**src/rtl/stun_timer.sv**
```systemverilog
`default_nettype none
// ============================================================================
// Module  : stun_timer
// Purpose : Per-player stun / immunity sequencer counted in video frames.
// Rev     : 1.0 - initial release
// ============================================================================
module stun_timer #(
    parameter int STUN_FRAMES   = 60,
    parameter int IMMUNE_FRAMES = 30,
    parameter int CNT_W         = 8
) (
    input  logic       clk,
    input  logic       reset,
    input  logic       frame_tick,
    input  logic       game_active,
    input  logic       red_hit,
    input  logic       blue_hit,
    output logic       red_stunned,
    output logic       blue_stunned,
    output logic       red_immune,
    output logic       blue_immune,
    output logic       red_stun_event,
    output logic       blue_stun_event,
    output logic [3:0] red_stun_tally,
    output logic [3:0] blue_stun_tally
);

    typedef enum logic [1:0] {
        IDLE    = 2'd0,
        STUNNED = 2'd1,
        IMMUNE  = 2'd2
    } state_t;

    localparam logic [CNT_W-1:0] c_stunLoad   = CNT_W'(STUN_FRAMES);
    localparam logic [CNT_W-1:0] c_immuneLoad = CNT_W'(IMMUNE_FRAMES);
    localparam logic [CNT_W-1:0] c_cntOne     = CNT_W'(1);
    localparam logic [CNT_W-1:0] c_cntZero    = '0;
    localparam logic [3:0]       c_tallyMax   = 4'd15;

    logic [1:0] w_hit;
    logic [1:0] w_stunned;
    logic [1:0] w_immune;
    logic [1:0] w_event;
    logic [3:0] w_tally [2];

    assign w_hit = {blue_hit, red_hit};

    // Index 0 is red, index 1 is blue; both players run the same sequencer.
    generate
        for (genvar p = 0; p < 2; p++) begin : g_player
            state_t           r_state;
            logic [CNT_W-1:0] r_cnt;
            logic             r_event;
            logic [3:0]       r_tally;

            always_ff @(posedge clk or posedge reset) begin
                if (reset) begin
                    r_state <= IDLE;
                    r_cnt   <= c_cntZero;
                    r_event <= 1'b0;
                    r_tally <= 4'd0;
                end else if (!game_active) begin
                    r_state <= IDLE;
                    r_cnt   <= c_cntZero;
                    r_event <= 1'b0;
                    r_tally <= 4'd0;
                end else begin
                    r_event <= 1'b0;
                    case (r_state)
                        // A tick in the hit cycle is deliberately ignored so
                        // the new stun always gets its full frame count.
                        IDLE: begin
                            if (w_hit[p]) begin
                                r_state <= STUNNED;
                                r_cnt   <= c_stunLoad;
                                r_event <= 1'b1;
                                if (r_tally != c_tallyMax) begin
                                    r_tally <= r_tally + 4'd1;
                                end
                            end
                        end
                        STUNNED: begin
                            if (frame_tick) begin
                                if (r_cnt <= c_cntOne) begin
                                    if (IMMUNE_FRAMES == 0) begin
                                        r_state <= IDLE;
                                        r_cnt   <= c_cntZero;
                                    end else begin
                                        r_state <= IMMUNE;
                                        r_cnt   <= c_immuneLoad;
                                    end
                                end else begin
                                    r_cnt <= r_cnt - c_cntOne;
                                end
                            end
                        end
                        IMMUNE: begin
                            if (frame_tick) begin
                                if (r_cnt <= c_cntOne) begin
                                    r_state <= IDLE;
                                    r_cnt   <= c_cntZero;
                                end else begin
                                    r_cnt <= r_cnt - c_cntOne;
                                end
                            end
                        end
                        default: begin
                            r_state <= IDLE;
                            r_cnt   <= c_cntZero;
                        end
                    endcase
                end
            end

            assign w_stunned[p] = (r_state == STUNNED);
            assign w_immune[p]  = (r_state == IMMUNE);
            assign w_event[p]   = r_event;
            assign w_tally[p]   = r_tally;
        end
    endgenerate

    assign red_stunned     = w_stunned[0];
    assign blue_stunned    = w_stunned[1];
    assign red_immune      = w_immune[0];
    assign blue_immune     = w_immune[1];
    assign red_stun_event  = w_event[0];
    assign blue_stun_event = w_event[1];
    assign red_stun_tally  = w_tally[0];
    assign blue_stun_tally = w_tally[1];

endmodule
`default_nettype wire

```
**config.mk**
```make
export PLATFORM = sky130hd
export DESIGN_NAME = stun_timer
export DESIGN_NICKNAME = d
export VERILOG_FILES = /design/src/rtl/stun_timer.sv
export SDC_FILE = /design/constraint.sdc
export NUM_CORES = 1
export LEC_CHECK = 0
export ABC_AREA = 1
export BUFFER_PORTS_ARGS = -buffer_cell sky130_fd_sc_hd__buf_2
export CORE_UTILIZATION = 60
export DETAILED_ROUTE_END_ITERATION = 10
export GPL_ROUTABILITY_DRIVEN = 1
export MAX_ROUTING_LAYER = met4
export PLACE_DENSITY = 0.8
export SLEW_MARGIN = 20
export SYNTH_ARGS = -nofsm -noshare
export SYNTH_HDL_FRONTEND = slang
export SYNTH_SLANG_ARGS = --single-unit
```
**constraint.sdc**
```tcl
create_clock -name clk -period 3 [get_ports clk]
set_input_delay 0.3 -clock clk [delete_from_list [all_inputs] [get_ports clk]]
set_output_delay 0.3 -clock clk [all_outputs]
set_load 0.01 [all_outputs]
```
==> flow_summary.toml <==
[status]
status = "finished, final reports clean"

[clock_network]
clock-sinks = 30
clkTransAtPathRegs_ns = 0.10
cts-root-buf = "clkbuf_4"
cts.path.max_buffers = 2
hold_buffers = 0
post_cts_resized = 0
cts_buffers = 5
cts_tree = "done"
post-cts-setup-buffers = 0
htreeDepth = 2
insertion_delay_ns = 0.34

[placed_design]
portBuffers = 19
routabilityCongestion = 0.9509
dpl.hpwl_um = 2966

[critical_path]
cp.arrival_ns = 1.89
rr_worst_depth = 9
r2r_setup_slack_ns = 1.34
crit_path_end = "g_player[1].r_state[1]$_DFFE_PP0P_"
crit_path_start_kind = "flop"
cp_max_fo = 5
cp.required_ns = 3.22
worstReg2RegStart = "g_player[1].r_cnt[0]$_DFFE_PP0P_"
cp-startpoint = "g_player[1].r_cnt[0]$_DFFE_PP0P_"
r2r_end = "g_player[1].r_state[1]$_DFFE_PP0P_"
end_kind = "flop"
critical_path_class = "reg2reg"

[detailed_routing]
firstDrtPassIters = 4
avgViaCountPerCell = 5.154
postRouteAntennaNets = 0
vias = 1804
wl_um = 4035
drc = 0
wl_per_cell_um = 11.53
drtIter0Drc = 93

[sta]
rsz0062_at_grt = "false"
hold-worst-slack_ns = 0.03341
max_freq_mhz = 601.0
slew_headroom_pct = 68.58
fin_crit_ns = 1.664
fin_tns_setup_ns = 0
finalClockSkew_ns = 0.008516
finalHoldViolations = 0
post-route-period-util_pct = 55.46
maxSlewViolCount = 0
setup_viol = 0
tightest_slew_ns = 0.4692

[flow_run]
max_cap_viol_count = 0

[finish]
drive_above_1_share_pct = 15.36
area_delta_synth_final_pct = 11.55
fillers = 248
nets = 317
diodes = 0

[synthesis]
synth_cells = 281
ys_seq_area_share_pct = 38.94
ys_top_cells_by_area = "dfrtp_1 39%, nand2_1 18%, nor2_1 7.2%"
yosysWarnings = 0
yosys.area.top_type = "dfrtp_1"
ys_seq_elements = 30
synth_area_sq_um = 1928
synth_common_cells = "90 x nand2_1, 37 x nor2_1, 36 x inv_1"
yosysMostFrequentCell = "nand2_1"
async_reset_ff_share_pct = 100.0
synth.avg_cell_area_sq_um = 6.862
synthFlopType = "dfrtp_1"
syn_nets = 293
synth_top_cell_area_share_pct = 38.94
synth-edff-count = 0
synth_cell_types = 28

[global_route]
grt_start_max_net_pins = 31
grt_pass1_wl_um = 6893
overflow = 0
antenna_found_initial = 0
grt_usage_pct = 27.46
grt_pass1_vias = 1619

[die]
die-area_sq_um = 3444
die_w_um = 58.69
rows = 20
num_io_pins = 20
die_h_um = 58.69
start_util_pct = 63.16
core_sq_um = 3053

[pwr]
p_per_area_nw_per_um2 = 1046
p_leak_nw = 1.177
vdd_ir_drop_max_mv = 0.5342

[worst_hold_path]
hp-class = "in2async"
[registers in the layout (all words and copies together) (netlist names)]
register	count
g_player.r_cnt	16
blue_stun_tally	4
red_stun_tally	4
blue_stun_event	1
red_stun_event	1
g_player.r_state	4
[layer usage]
layer / GRT usage, % / vias up / share of wire (%)
li1: - / 935 / -
met1: 37.50 / 820 / 51
met2: 40.39 / 42 / 44
met3: 5.495 / 7 / 3.9
met4: 10.88 / 0 / 1.5
met5: - / - / 0
[stage by stage]
step | util, % | power [mW] | setup WS (ns) | cell area, sq um | std cells
after global placement | 67.87 | 1.906 | 1.370 | 2072 | 342
final | 70.45 | 2.249 | 1.336 | 2151 | 350
after detailed placement | 67.87 | 1.934 | 1.363 | 2072 | 342
after CTS | 70.45 | 2.247 | 1.342 | 2151 | 350
after global routing | 70.45 | 2.478 | 1.163 | 2151 | 350
after floorplan | - | 1.655 | 1.534 | 1928 | 281
[where the power goes]
part | total [mW] | leakage (nW) | internal (mW) | switching [mW]
Sequential | 0.677 | 0.397 | 0.542 | 0.135
Combinational | 1.27 | 0.736 | 0.437 | 0.830
Clock | 0.305 | 0.0446 | 0.160 | 0.145
Total | 2.25 | 1.18 | 1.14 | 1.11
[placed cells by master, fill, tap and decap left out, drive strengths merged]
master	Yosys	layout
o211ai	1	1
buf	1	20
ha	6	6
nor3	5	5
nand3	27	27
xnor2	2	2
nand4	5	5
a21oi	4	4
inv	41	41
o21ai	18	18
a211oi	2	2
nand2	96	96
clkbuf	2	8
dfrtp	30	30
nor2	39	39
xor2	2	2
[worst min-delay path by stage]
stage | startpoint | to | slack [ns] | cells past startpoint
after floorplan | reset | blue_stun_event$_DFF_PP0_ | 0.39 | 1
after global placement | reset | red_stun_tally[2]$_DFFE_PP0P_ | 0.39 | 3
after detailed placement | reset | blue_stun_tally[2]$_DFFE_PP0P_ | 0.41 | 3
after CTS | reset | g_player[0].r_cnt[2]$_DFFE_PP0P_ | 0.04 | 3
after global routing | reset | g_player[0].r_cnt[2]$_DFFE_PP0P_ | 0.08 | 3
final | reset | g_player[0].r_cnt[2]$_DFFE_PP0P_ | 0.03 | 3
[worst max-delay path, cell delays in order (launching register included)]
cell	delay [ns]
dfrtp_1	0.41
inv_1	0.14
ha_1	0.26
nor2_1	0.09
nor2_1	0.14
nand2_1	0.12
nand3_1	0.15
nand2_1	0.09
inv_1	0.08
o21ai_1	0.07
[final cells by class]
| type | count | area, sq um | share of cell area (%) |
|---|---|---|---|
| timing repair buffer | 20 | 102.6 | 4.770 |
| tap | 44 | 55.05 | 2.560 |
| sequential | 30 | 750.7 | 34.90 |
| multi-input combinational | 207 | 1007 | 46.83 |
| clock buffer | 8 | 78.83 | 3.665 |
| inverter | 41 | 156.4 | 7.272 |
[cell families (layout without fill, tap and decap cells)]
kind of cell / count (synthesis) / after routing / share of synthesized area (%)
AO/OA/AOI/OAI: 25 / 25 / 7.658
adder cells (fa/ha/maj): 6 / 6 / 3.893
buffers and inverters: 44 / 69 / 8.825
flip-flops: 30 / 30 / 38.94
XOR/XNOR: 4 / 4 / 1.817
AND/OR/NAND/NOR: 172 / 172 / 38.87
Power figures use the tool's default switching activity.
